File: config.mk
export PLATFORM = sky130hd
export DESIGN_NAME = mc_ctrl
export DESIGN_NICKNAME = d
export VERILOG_FILES = /design/src/rtl/mc_ctrl_pkg.sv /design/src/rtl/mc_ctrl_dec.sv /design/src/rtl/mc_ctrl.sv
export SDC_FILE = /design/constraint.sdc
export NUM_CORES = 1
export LEC_CHECK = 0
export ABC_AREA = 1
export CAP_MARGIN = 5
export CORE_AREA = 2 2 96 98
export DETAILED_ROUTE_END_ITERATION = 16
export DIE_AREA = 0 0 98 100
export PLACE_DENSITY_LB_ADDON = 0.05
export SLEW_MARGIN = 20
export SYNTH_ARGS = -nofsm -noshare
export SYNTH_HDL_FRONTEND = slang
export SYNTH_SLANG_ARGS = --single-unit
File: constraint.sdc
create_clock -name clk -period 1.7 [get_ports clk]
set_clock_uncertainty 0.15 [all_clocks]
set_input_delay 0.34 -clock clk [delete_from_list [all_inputs] [get_ports clk]]
set_output_delay 0.34 -clock clk [all_outputs]
set_load 0.01 [all_outputs]
File: src/rtl/mc_ctrl_pkg.sv
// Shared encodings for the multi-cycle MIPS-subset control FSM:
// opcodes, functs, ALU op codes, FSM states and instruction classes.
package mc_ctrl_pkg;

    localparam logic [5:0] OP_RTYPE = 6'h00;
    localparam logic [5:0] OP_J     = 6'h02;
    localparam logic [5:0] OP_BEQ   = 6'h04;
    localparam logic [5:0] OP_BNE   = 6'h05;
    localparam logic [5:0] OP_ADDI  = 6'h08;
    localparam logic [5:0] OP_LW    = 6'h23;
    localparam logic [5:0] OP_SW    = 6'h2b;

    localparam logic [5:0] FN_ADD = 6'h20;
    localparam logic [5:0] FN_SUB = 6'h22;
    localparam logic [5:0] FN_AND = 6'h24;
    localparam logic [5:0] FN_OR  = 6'h25;
    localparam logic [5:0] FN_SLT = 6'h2a;

    localparam logic [2:0] ALU_AND = 3'b000;
    localparam logic [2:0] ALU_OR  = 3'b001;
    localparam logic [2:0] ALU_ADD = 3'b010;
    localparam logic [2:0] ALU_SUB = 3'b110;
    localparam logic [2:0] ALU_SLT = 3'b111;

    typedef enum logic [2:0] {
        S_ENTRY, S_FETCH, S_DECODE, S_EXEC, S_MEM, S_WB
    } state_t;

    typedef enum logic [2:0] {
        CL_RTYPE, CL_IMM, CL_LOAD, CL_STORE, CL_BRANCH, CL_JUMP, CL_ILLEGAL
    } iclass_t;

endpackage

File: src/rtl/mc_ctrl_dec.sv
// Combinational decode of the latched opcode/funct into an instruction
// class and the ALU op the datapath should use for it.
module mc_ctrl_dec
    import mc_ctrl_pkg::*;
(
    input  logic [5:0] opcode,
    input  logic [5:0] funct,
    output iclass_t    iclass,
    output logic [2:0] alu_op
);

    always_comb begin
        iclass = CL_ILLEGAL;
        alu_op = ALU_ADD;
        case (opcode)
            OP_RTYPE: begin
                case (funct)
                    FN_ADD:  begin iclass = CL_RTYPE; alu_op = ALU_ADD; end
                    FN_SUB:  begin iclass = CL_RTYPE; alu_op = ALU_SUB; end
                    FN_AND:  begin iclass = CL_RTYPE; alu_op = ALU_AND; end
                    FN_OR:   begin iclass = CL_RTYPE; alu_op = ALU_OR;  end
                    FN_SLT:  begin iclass = CL_RTYPE; alu_op = ALU_SLT; end
                    default: iclass = CL_ILLEGAL;
                endcase
            end
            OP_ADDI:        iclass = CL_IMM;
            OP_LW:          iclass = CL_LOAD;
            OP_SW:          iclass = CL_STORE;
            OP_BEQ, OP_BNE: begin iclass = CL_BRANCH; alu_op = ALU_SUB; end
            OP_J:           iclass = CL_JUMP;
            default:        iclass = CL_ILLEGAL;
        endcase
    end

endmodule

File: src/rtl/mc_ctrl.sv
// Multi-cycle main control FSM: ENTRY/FETCH/DECODE/EXEC/MEM/WB sequencing,
// interrupt entry at instruction boundaries, sticky illegal flag, retire counter.
module mc_ctrl
    import mc_ctrl_pkg::*;
#(
    parameter int ENTRY_PC = 128,
    parameter int CNT_W    = 32,
    parameter int ALUOP_W  = 3
) (
    input  logic               clk,
    input  logic               rst,
    input  logic [31:0]        ins,
    input  logic               imem_ready,
    input  logic               dmem_ready,
    input  logic               zero,
    input  logic               irq,
    output logic               ir_write,
    output logic               pc_write,
    output logic               INT,
    output logic [31:0]        entryPoint,
    output logic               RegDst,
    output logic               RegWrite,
    output logic               ALUSrc,
    output logic               Mem2Reg,
    output logic               MemRead,
    output logic               MemWrite,
    output logic [ALUOP_W-1:0] op,
    output logic               branch,
    output logic               branch_ne,
    output logic               jump,
    output logic               illegal,
    output logic [CNT_W-1:0]   instr_count
);

    // Ready semantics: imem_ready marks the cycle ins is valid and is consumed
    // only in S_FETCH; dmem_ready marks the cycle the pending access completes,
    // and MemRead/MemWrite stay high up to and including that cycle.

    state_t           state, state_next;
    logic [5:0]       opcode_q, funct_q;
    logic             illegal_q;
    logic [CNT_W-1:0] cnt_q;
    logic             latch_ir, retire, set_illegal;
    iclass_t          iclass;
    logic [2:0]       dec_op;

    // zero is consumed by yPC for branch target selection, not here.
    logic unused_inputs;
    assign unused_inputs = ^{ins[25:6], zero};

    mc_ctrl_dec u_dec (
        .opcode (opcode_q),
        .funct  (funct_q),
        .iclass (iclass),
        .alu_op (dec_op)
    );

    always_ff @(posedge clk) begin
        if (rst) begin
            state     <= S_ENTRY;
            opcode_q  <= '0;
            funct_q   <= '0;
            illegal_q <= 1'b0;
            cnt_q     <= '0;
        end else begin
            state <= state_next;
            if (latch_ir) begin
                opcode_q <= ins[31:26];
                funct_q  <= ins[5:0];
            end
            if (set_illegal) illegal_q <= 1'b1;
            if (retire)      cnt_q     <= cnt_q + CNT_W'(1);
        end
    end

    always_comb begin
        state_next  = state;
        latch_ir    = 1'b0;
        retire      = 1'b0;
        set_illegal = 1'b0;
        ir_write    = 1'b0;
        pc_write    = 1'b0;
        INT         = 1'b0;
        RegDst      = 1'b0;
        RegWrite    = 1'b0;
        ALUSrc      = 1'b0;
        Mem2Reg     = 1'b0;
        MemRead     = 1'b0;
        MemWrite    = 1'b0;
        op          = '0;
        branch      = 1'b0;
        branch_ne   = 1'b0;
        jump        = 1'b0;
        if (!rst) begin
            case (state)
                S_ENTRY: begin
                    INT        = 1'b1;
                    pc_write   = 1'b1;
                    state_next = S_FETCH;
                end
                S_FETCH: begin
                    // irq is only honoured here, so no instruction is ever split.
                    if (irq) begin
                        state_next = S_ENTRY;
                    end else if (imem_ready) begin
                        ir_write   = 1'b1;
                        latch_ir   = 1'b1;
                        state_next = S_DECODE;
                    end
                end
                S_DECODE: begin
                    case (iclass)
                        CL_JUMP: begin
                            jump       = 1'b1;
                            pc_write   = 1'b1;
                            retire     = 1'b1;
                            state_next = S_FETCH;
                        end
                        CL_ILLEGAL: begin
                            set_illegal = 1'b1;
                            pc_write    = 1'b1;
                            state_next  = S_FETCH;
                        end
                        default: state_next = S_EXEC;
                    endcase
                end
                S_EXEC: begin
                    ALUSrc = (iclass != CL_RTYPE) && (iclass != CL_BRANCH);
                    op     = ALUOP_W'(dec_op);
                    case (iclass)
                        CL_RTYPE, CL_IMM:  state_next = S_WB;
                        CL_LOAD, CL_STORE: state_next = S_MEM;
                        default: begin
                            branch     = 1'b1;
                            branch_ne  = (opcode_q == OP_BNE);
                            pc_write   = 1'b1;
                            retire     = 1'b1;
                            state_next = S_FETCH;
                        end
                    endcase
                end
                S_MEM: begin
                    ALUSrc = 1'b1;
                    op     = ALUOP_W'(dec_op);
                    if (iclass == CL_LOAD) begin
                        MemRead = 1'b1;
                        if (dmem_ready) state_next = S_WB;
                    end else begin
                        MemWrite = 1'b1;
                        if (dmem_ready) begin
                            pc_write   = 1'b1;
                            retire     = 1'b1;
                            state_next = S_FETCH;
                        end
                    end
                end
                S_WB: begin
                    ALUSrc     = (iclass != CL_RTYPE);
                    op         = ALUOP_W'(dec_op);
                    RegWrite   = 1'b1;
                    RegDst     = (iclass == CL_RTYPE);
                    Mem2Reg    = (iclass == CL_LOAD);
                    pc_write   = 1'b1;
                    retire     = 1'b1;
                    state_next = S_FETCH;
                end
                default: state_next = S_ENTRY;
            endcase
        end
    end

    assign entryPoint  = 32'(ENTRY_PC);
    assign illegal     = illegal_q & ~rst;
    assign instr_count = rst ? '0 : cnt_q;

endmodule

==> summary.log, run 1 <==
INFO  status         run_status=finished with violations
INFO  status         violations=negative setup slack
INFO  layout         layout-area-overhead-vs-synth=64.2%
INFO  critical_path  worstPathCellList=nor2_4 -> nand2_4 -> inv_2 -> nand3_1 -> nand3_2 -> inv_1 -> nand3_2 -> nand2_1 -> nand2_1 -> nand3_1 -> nand2_1 -> inv_2 -> buf_6
INFO  routing        detail_route.drc_violations=0
INFO  job            max_cap_violations=0
INFO  critical_path  crit_start=opcode_q[4]
INFO  grt            largest_net_degree_at_the_start_of_global_routing=40
INFO  die            start_util=0.413
INFO  pwr            peakVddDrop=0.521mV
INFO  grt            gr-usage-met2=0.463
INFO  synth          compound_gate_portion_of_the_synthesized_area=0.0906
INFO  synth          synth_warnings=0
INFO  clock_network  cts_tree=yes
INFO  synth          synth_top_family_by_area=simple AND/OR/NAND/NOR gates
INFO  layout         layout_commonest_cell=nand2_1
INFO  sta            setup_viol=48
INFO  layout         design.final.nets=828
INFO  clock_network  cts_inserted_buffers=5
INFO  synth          synth_fa_ha_area_frac=0.0136
INFO  critical_path  worst_path_dominant_cell_family=simple AND/OR/NAND/NOR gates
INFO  layout         proportion_of_layout_cells_with_a_drive_suffix_above_1=0.426
INFO  synth          synth_xor_area_frac=0.0429
INFO  die            placement_rows=35
INFO  pwr            power_leakage=0.00268uW
INFO  critical_path  startpoint_type=register
INFO  die            vertical_die_dimension=100um
INFO  synth          yosys_register_bits=48
INFO  placed_design  numPortBuffers=64
INFO  clock_network  clk_buf_depth=2
INFO  critical_path  critical_path.max_stage_delay=350ps
INFO  die            core=0.00889mm2
INFO  sta            layout_setup_ws=-541ps
INFO  critical_path  worst-path-max-fanout=4
INFO  routing        wl_per_cell=13.7um
INFO  critical_path  most_frequent_cp_cell=nand2_1
INFO  grt            global_route.usage.met1=0.289
INFO  critical_path  rr_startpoint=opcode_q[4]
INFO  routing        via_count=4367
INFO  sta            hold_violations=0
INFO  synth          synth-seq-area-share=0.261
INFO  layout         multi_input_comb_area=0.00262mm2
INFO  routing        detail-route-antenna-nets=0
INFO  grt            grt.met3_usage=0.0286
INFO  grt            grt_pass1_wl=19900um
INFO  sta            setup_repair_after_global_routing_missed_its_margin=true
INFO  grt            antenna_found_initial=0
INFO  routing        vias_per_cell=4.86
INFO  layout         fin_cells=898
INFO  die            die_footprint=0.00980mm2
INFO  synth          post_synth_inst_count=595
INFO  clock_network  cts_sink_cnt=48
INFO  layout         num_antenna_cells=0
INFO  grt            first_global_vias=4278
INFO  synth          synthSimpleGateAreaFrac=0.426
INFO  sta            period_minus_slack=2240ps
INFO  die            die-width=98um
INFO  synth          synth_area=0.00367mm2
INFO  critical_path  endpoint_kind=primary output
INFO  placed_design  place.detailed.hpwl=8480um
INFO  synth          yosys-mux-area-fraction=0
INFO  sta            max_clock_freq=446MHz
INFO  grt            aggregate_global_route_resource_usage=0.248
INFO  pwr            power-per-cell-area=491mW/mm2
INFO  grt            total_congestion_overflow=0
INFO  synth          synth.avg_cell_area=6.18um2
INFO  layout         fillerInstances=801
INFO  synth          yosysUniqueCellTypes=29
INFO  layout         seqCellArea=0.00102mm2
INFO  layout         layout_common_cells=nand2_1 (120), buf_4 (106), nor2_1 (95), inv_1 (53), nand3_1 (37)
INFO  sta            layout_worst_path_cycle_share=1.32
INFO  grt            grt.busiest_layer=met2
INFO  routing        routed_wirelength=12300um
INFO  placed_design  place_inst=855
INFO  routing        drt_first_iter_violations=168
INFO  hold_path      holdCritStartpoint=rst
INFO  critical_path  worstSetupPathType=reg -> out
INFO  clock_network  clk_latency=310ps
INFO  routing        detailedRoute.firstPassIterationCount=4
INFO  critical_path  cp_num_buf_inv=4
INFO  critical_path  crit_slowest_cell=dfxtp_2
INFO  placed_design  routability_congestion_estimate=0.894
INFO  critical_path  worstPathArrival=1750ps
INFO  clock_network  clk_transition_reported_paths=100ps
INFO  sta            drv_slew=0
INFO  sta            hold-worst-slack=313ps
INFO  hold_path      hold_class=in -> reg
INFO  die            io_pins=118
INFO  clock_network  cts_root_buffer=clkbuf_8
INFO  clock_network  htree_num_levels=2
INFO  critical_path  worst-endpoint-required=1210ps
registers in the layout, indices dropped and copies added (netlist names):
name	count
cnt_q	32
funct_q	6
illegal_q	1
opcode_q	6
state	3
path summary, 6_finish.rpt:
check | to | slack (ps) | cells past startpoint
max | pc_write | -540 | 13
min | state[2] | 310 | 3
max reg2reg | state[1] | -500 | 16
min reg2reg | cnt_q[7] | 340 | 2
cells by family after synthesis:
logic type	count (synthesis)
other	2
adder cells (fa/ha/maj)	4
XOR/XNOR	18
AND/OR/NAND/NOR	351
AO/OA/AOI/OAI	55
buffers and inverters	117
flip-flops	48
synthesized netlist by cell type:
| master | count | area, um2 |
|---|---|---|
| nand2_1 | 133 | 499 |
| nor2_1 | 111 | 417 |
| nand3_1 | 59 | 295 |
| inv_1 | 58 | 218 |
| dfxtp_1 | 48 | 961 |
| buf_4 | 34 | 255 |
| a21oi_1 | 28 | 140 |
| xor2_1 | 18 | 158 |
| nand2_2 | 13 | 81.3 |
| nor3_1 | 11 | 55.1 |
| a21oi_2 | 10 | 87.6 |
| clkbuf_1 | 10 | 37.5 |
| inv_2 | 8 | 30.0 |
| nand4_1 | 8 | 50.1 |
| o21ai_0 | 8 | 40.0 |
| a211oi_1 | 6 | 45.0 |
| buf_6 | 4 | 45.0 |
| ha_1 | 4 | 50.1 |
| nor2_2 | 4 | 25.0 |
| nor2_4 | 4 | 45.0 |
| buf_2 | 3 | 15.0 |
| nand3_2 | 3 | 30.0 |
| conb_1 | 2 | 7.51 |
| nand2_4 | 2 | 22.5 |
| nand3_4 | 2 | 35.0 |
| a31o_2 | 1 | 8.76 |
| nor3_2 | 1 | 10.0 |
| o21ai_1 | 1 | 5.00 |
| o22ai_1 | 1 | 6.26 |
routing by layer:
| metal | vias to the layer above | part of all wire |
|---|---|---|
| met5 | - | 0 |
| met4 | 0 | 0.032 |
| met3 | 27 | 0.041 |
| met2 | 110 | 0.51 |
| met1 | 2033 | 0.41 |
| li1 | 2197 | - |
stage by stage:
stage / power (uW) / cell area (um2) / util / worst slack (ps) / TNS, ps
6_report: 2960 / 6030 / 0.679 / -541 / -18000
5_1_grt: 3080 / 6030 / 0.679 / -671 / -22980
4_1_cts: 2850 / 5700 / 0.641 / -507 / -17940
3_5_place_dp: 1790 / 5130 / 0.577 / -607 / -23330
3_3_place_gp: 1780 / 5130 / 0.577 / -581 / -20920
2_1_floorplan: 1590 / 3830 / - / -76.2 / -320
worst reg2reg max path, stage by stage, from the launching register on:
cell and delay (ps):
dfxtp_2 350, nor2_4 180, nand2_4 90, nor2_4 120, nand3_4 100, nand3_4 110, nand3_2 80, buf_4 130
buf_4 120, buf_4 120, buf_4 120, buf_4 120, buf_4 130, nand3_2 50, nand2_1 40, nand2_1 50
nor2_1 40
power by group:
part | switching, uW | internal [uW] | leakage (uW)
sequential | 28.7 | 1150 | 0.000408
combinational | 464 | 450 | 0.00222
clock | 438 | 437 | 0.0000541
cell type report:
class / instances / share of cell area
clock buffer: 5 / 0.0114
timing repair buffer: 205 / 0.312
multi-input combinational: 460 / 0.434
inverter: 66 / 0.0427
sequential: 48 / 0.170
clock inverter: 3 / 0.00705
tap: 111 / 0.0230
repair_timing:
item,in CTS,in global routing
gates cloned,5,2
endpoints found under the setup margin,81,73
hold buffers,0,0
resized for setup,200,80
hold endpoints to repair,0,0
pin swaps,33,41
buffers inserted,22,14
Note: power is estimated with default switching activity, not from simulation.
==> inputs of run 2 (changes only) <==
--- a/config.mk
+++ b/config.mk
@@ -7,9 +7,9 @@
 export LEC_CHECK = 0
 export ABC_AREA = 1
 export CAP_MARGIN = 5
-export CORE_AREA = 2 2 96 98
+export CORE_AREA = 4 4 98 100
 export DETAILED_ROUTE_END_ITERATION = 16
-export DIE_AREA = 0 0 98 100
+export DIE_AREA = 0 0 102 104
 export PLACE_DENSITY_LB_ADDON = 0.05
 export SLEW_MARGIN = 20
 export SYNTH_ARGS = -nofsm -noshare
==> run 2 against run 1 <==
The flow still finishes with violations (negative setup slack). Critical path depth decreased by 1. Sequential cell count unchanged. Global-route usage decreased by 1.5 points. Fmax decreased by 4.4%. Cell count decreased by 1.2%. Utilization increased by 1.8 points. Total power decreased by 2.3%. Sequential power about the same. Critical path type unchanged. Largest power group unchanged.
==> summary.log, run 2 (synthesis gave the netlist of run 1 again) <==
INFO  placed_design  place_area=0.00512mm2
INFO  layout         layout-area-overhead-vs-synth=64.5%
INFO  grt            antenna_found_initial=0
INFO  die            vertical_die_dimension=104um
INFO  grt            aggregate_global_route_resource_usage=0.233
INFO  layout         max_flop_register=cnt_q
INFO  routing        via_count=4312
INFO  layout         num_antenna_cells=0
INFO  critical_path  worst-endpoint-required=1210ps
INFO  sta            hold-worst-slack=295ps
INFO  sta            setup_viol=47
INFO  critical_path  worst_path_dominant_cell_family=simple AND/OR/NAND/NOR gates
INFO  routing        wl_per_cell=14.3um
INFO  sta            period_minus_slack=2340ps
INFO  critical_path  startpoint_type=register
INFO  grt            total_congestion_overflow=0
INFO  placed_design  numPortBuffers=64
INFO  routing        drt_first_iter_violations=164
INFO  layout         layout_commonest_cell=nand2_1
INFO  status         run_status=finished with violations
INFO  sta            setup_repair_after_global_routing_missed_its_margin=true
INFO  routing        topmost_layer_with_routed_signal_wires=met4
INFO  routing        detail_route.drc_violations=0
INFO  critical_path  worstPathCellList=nor2_4 -> buf_6 -> nand3_4 -> nand2_2 -> inv_2 -> nand2_2 -> nand2_2 -> nor2_2 -> nand2_2 -> a21oi_2 -> a21oi_2 -> buf_2
INFO  grt            first_global_vias=4307
INFO  pwr            peakVddDrop=0.342mV
INFO  sta            fin_setup_tns=-15000ps
INFO  die            core=0.00868mm2
INFO  clock_network  cts_root_buffer=clkbuf_8
INFO  layout         largest_register_ffs=32
INFO  placed_design  place.detailed.hpwl=8770um
INFO  hold_path      hold_class=in -> reg
INFO  die            placement_rows=34
INFO  job            max_cap_violations=0
INFO  critical_path  worst-path-max-fanout=4
INFO  clock_network  cts_sink_cnt=48
INFO  clock_network  clk_buf_depth=2
INFO  placed_design  routability_congestion_estimate=0.902
INFO  layout         layout_common_cells=nand2_1 (109), buf_4 (99), nor2_1 (93), inv_1 (51), nand3_1 (35)
INFO  layout         design.final.nets=820
INFO  status         violations=negative setup slack
INFO  critical_path  most_frequent_cp_cell=nand2_2
INFO  routing        detailroute.wirelength.met2=6630um
INFO  routing        detailedRoute.firstPassIterationCount=6
INFO  pwr            power_leakage=0.00263uW
INFO  clock_network  clk_transition_reported_paths=100ps
INFO  sta            layout_worst_path_cycle_share=1.38
INFO  clock_network  post_cts_hold_buffer_count=0
INFO  pwr            combinationalPowerShare=0.296
INFO  sta            layout_setup_ws=-644ps
INFO  critical_path  worstPathArrival=1850ps
INFO  layout         final_cell_area=0.00604mm2
INFO  die            die-width=102um
INFO  layout         multi_input_comb_area=0.00277mm2
INFO  layout         largestRegisters=cnt_q: 32 flops, funct_q: 6 flops, opcode_q: 6 flops
INFO  pwr            cell_internal_pwr=1990uW
INFO  grt            largest_net_degree_at_the_start_of_global_routing=24
INFO  die            die_footprint=0.0106mm2
INFO  pwr            clkPwrFrac=0.297
INFO  routing        routed_wirelength=12700um
INFO  sta            hold_violations=0
INFO  pwr            switching_power=908uW
INFO  routing        route.layer.met1.wl=5230um
INFO  grt            grt_pass1_wl=20500um
INFO  pwr            power-per-cell-area=479mW/mm2
INFO  critical_path  worstSetupPathType=reg -> out
INFO  routing        wl_met3=526um
INFO  critical_path  critical_path.max_stage_delay=350ps
INFO  clock_network  cts_tree=yes
INFO  sta            max_clock_freq=427MHz
INFO  sta            drv_slew=0
INFO  clock_network  cts_inserted_buffers=5
INFO  layout         fillerInstances=727
INFO  pwr            sequentialPowerShare=0.408
INFO  layout         proportion_of_layout_cells_with_a_drive_suffix_above_1=0.449
INFO  die            io_pins=118
INFO  critical_path  cp_num_buf_inv=3
INFO  layout         seqCellArea=997um2
INFO  pwr            report.power.total=2900uW
INFO  critical_path  endpoint_kind=primary output
INFO  clock_network  clk_latency=300ps
INFO  pwr            swShare=0.314
INFO  clock_network  htree_num_levels=2
INFO  routing        detail-route-antenna-nets=0
INFO  die            start_util=0.423
INFO  critical_path  crit_slowest_cell=dfxtp_2
INFO  routing        vias_per_cell=4.86
run 2: metal layers:
| layer | track usage | vias to the layer above |
|---|---|---|
| met2 | 0.422 | 99 |
| met1 | 0.274 | 2010 |
| met3 | 0.0335 | 23 |
| met5 | 0 | - |
| met4 | 0.0787 | 0 |
| li1 | - | 2180 |
run 2: worst min-delay path, cell delays in order:
cell,delay [ps]
buf_2,150
clkbuf_16,190
nor2_1,50
run 2: power by group through the flow:
stage	Combinational [uW]	Sequential [uW]	Clock [uW]
2_1_floorplan	391	1200	0
3_3_place_gp	598	1200	0
3_5_place_dp	608	1200	0
4_1_cts	785	1180	894
5_1_grt	919	1180	919
6_report	856	1180	859
run 2: worst paths after layout:
kind,from,endpoint,slack (ps),depth (start not counted)
setup / recovery,opcode_q[4],ALUSrc,-640,12
hold / removal,rst,state[1],290,3
setup reg to reg,opcode_q[4],cnt_q[4],-340,14
hold reg to reg,illegal_q,illegal_q,330,2
run 2: metrics by stage:
stage | worst slack [ps] | instances | utilization
global route | -750 | 887 | 0.697
detailed placement | -653 | 850 | 0.590
CTS | -624 | 884 | 0.676
floorplan | -76.2 | 625 | -
finish | -644 | 887 | 0.697
global placement | -594 | 850 | 0.590
run 2: area by class of cell:
| cell class | count | area share |
|---|---|---|
| Inverter | 66 | 0.0422 |
| Sequential cell | 48 | 0.165 |
| Timing Repair Buffer | 197 | 0.294 |
| Multi-Input combinational cell | 460 | 0.457 |
| Tap cell | 108 | 0.0224 |
| Clock buffer | 5 | 0.0114 |
| Clock inverter | 3 | 0.00787 |
run 2: what timing repair did:
action / 4_1_cts / 5_1_grt
pin swaps: 46 / 31
buffers inserted: 23 / 10
setup endpoints to repair: 81 / 79
resized for setup: 229 / 87
cloned: 4 / 1
==> inputs of run 3 (changes only) <==
--- a/config.mk
+++ b/config.mk
@@ -6,6 +6,7 @@
 export NUM_CORES = 1
 export LEC_CHECK = 0
 export ABC_AREA = 1
+export ABC_CLOCK_PERIOD_IN_PS = 1700
 export CAP_MARGIN = 5
 export CORE_AREA = 4 4 98 100
 export DETAILED_ROUTE_END_ITERATION = 16
==> results of run 3 <==
The final DEF is identical to that of run 2; final timing and power are the same.
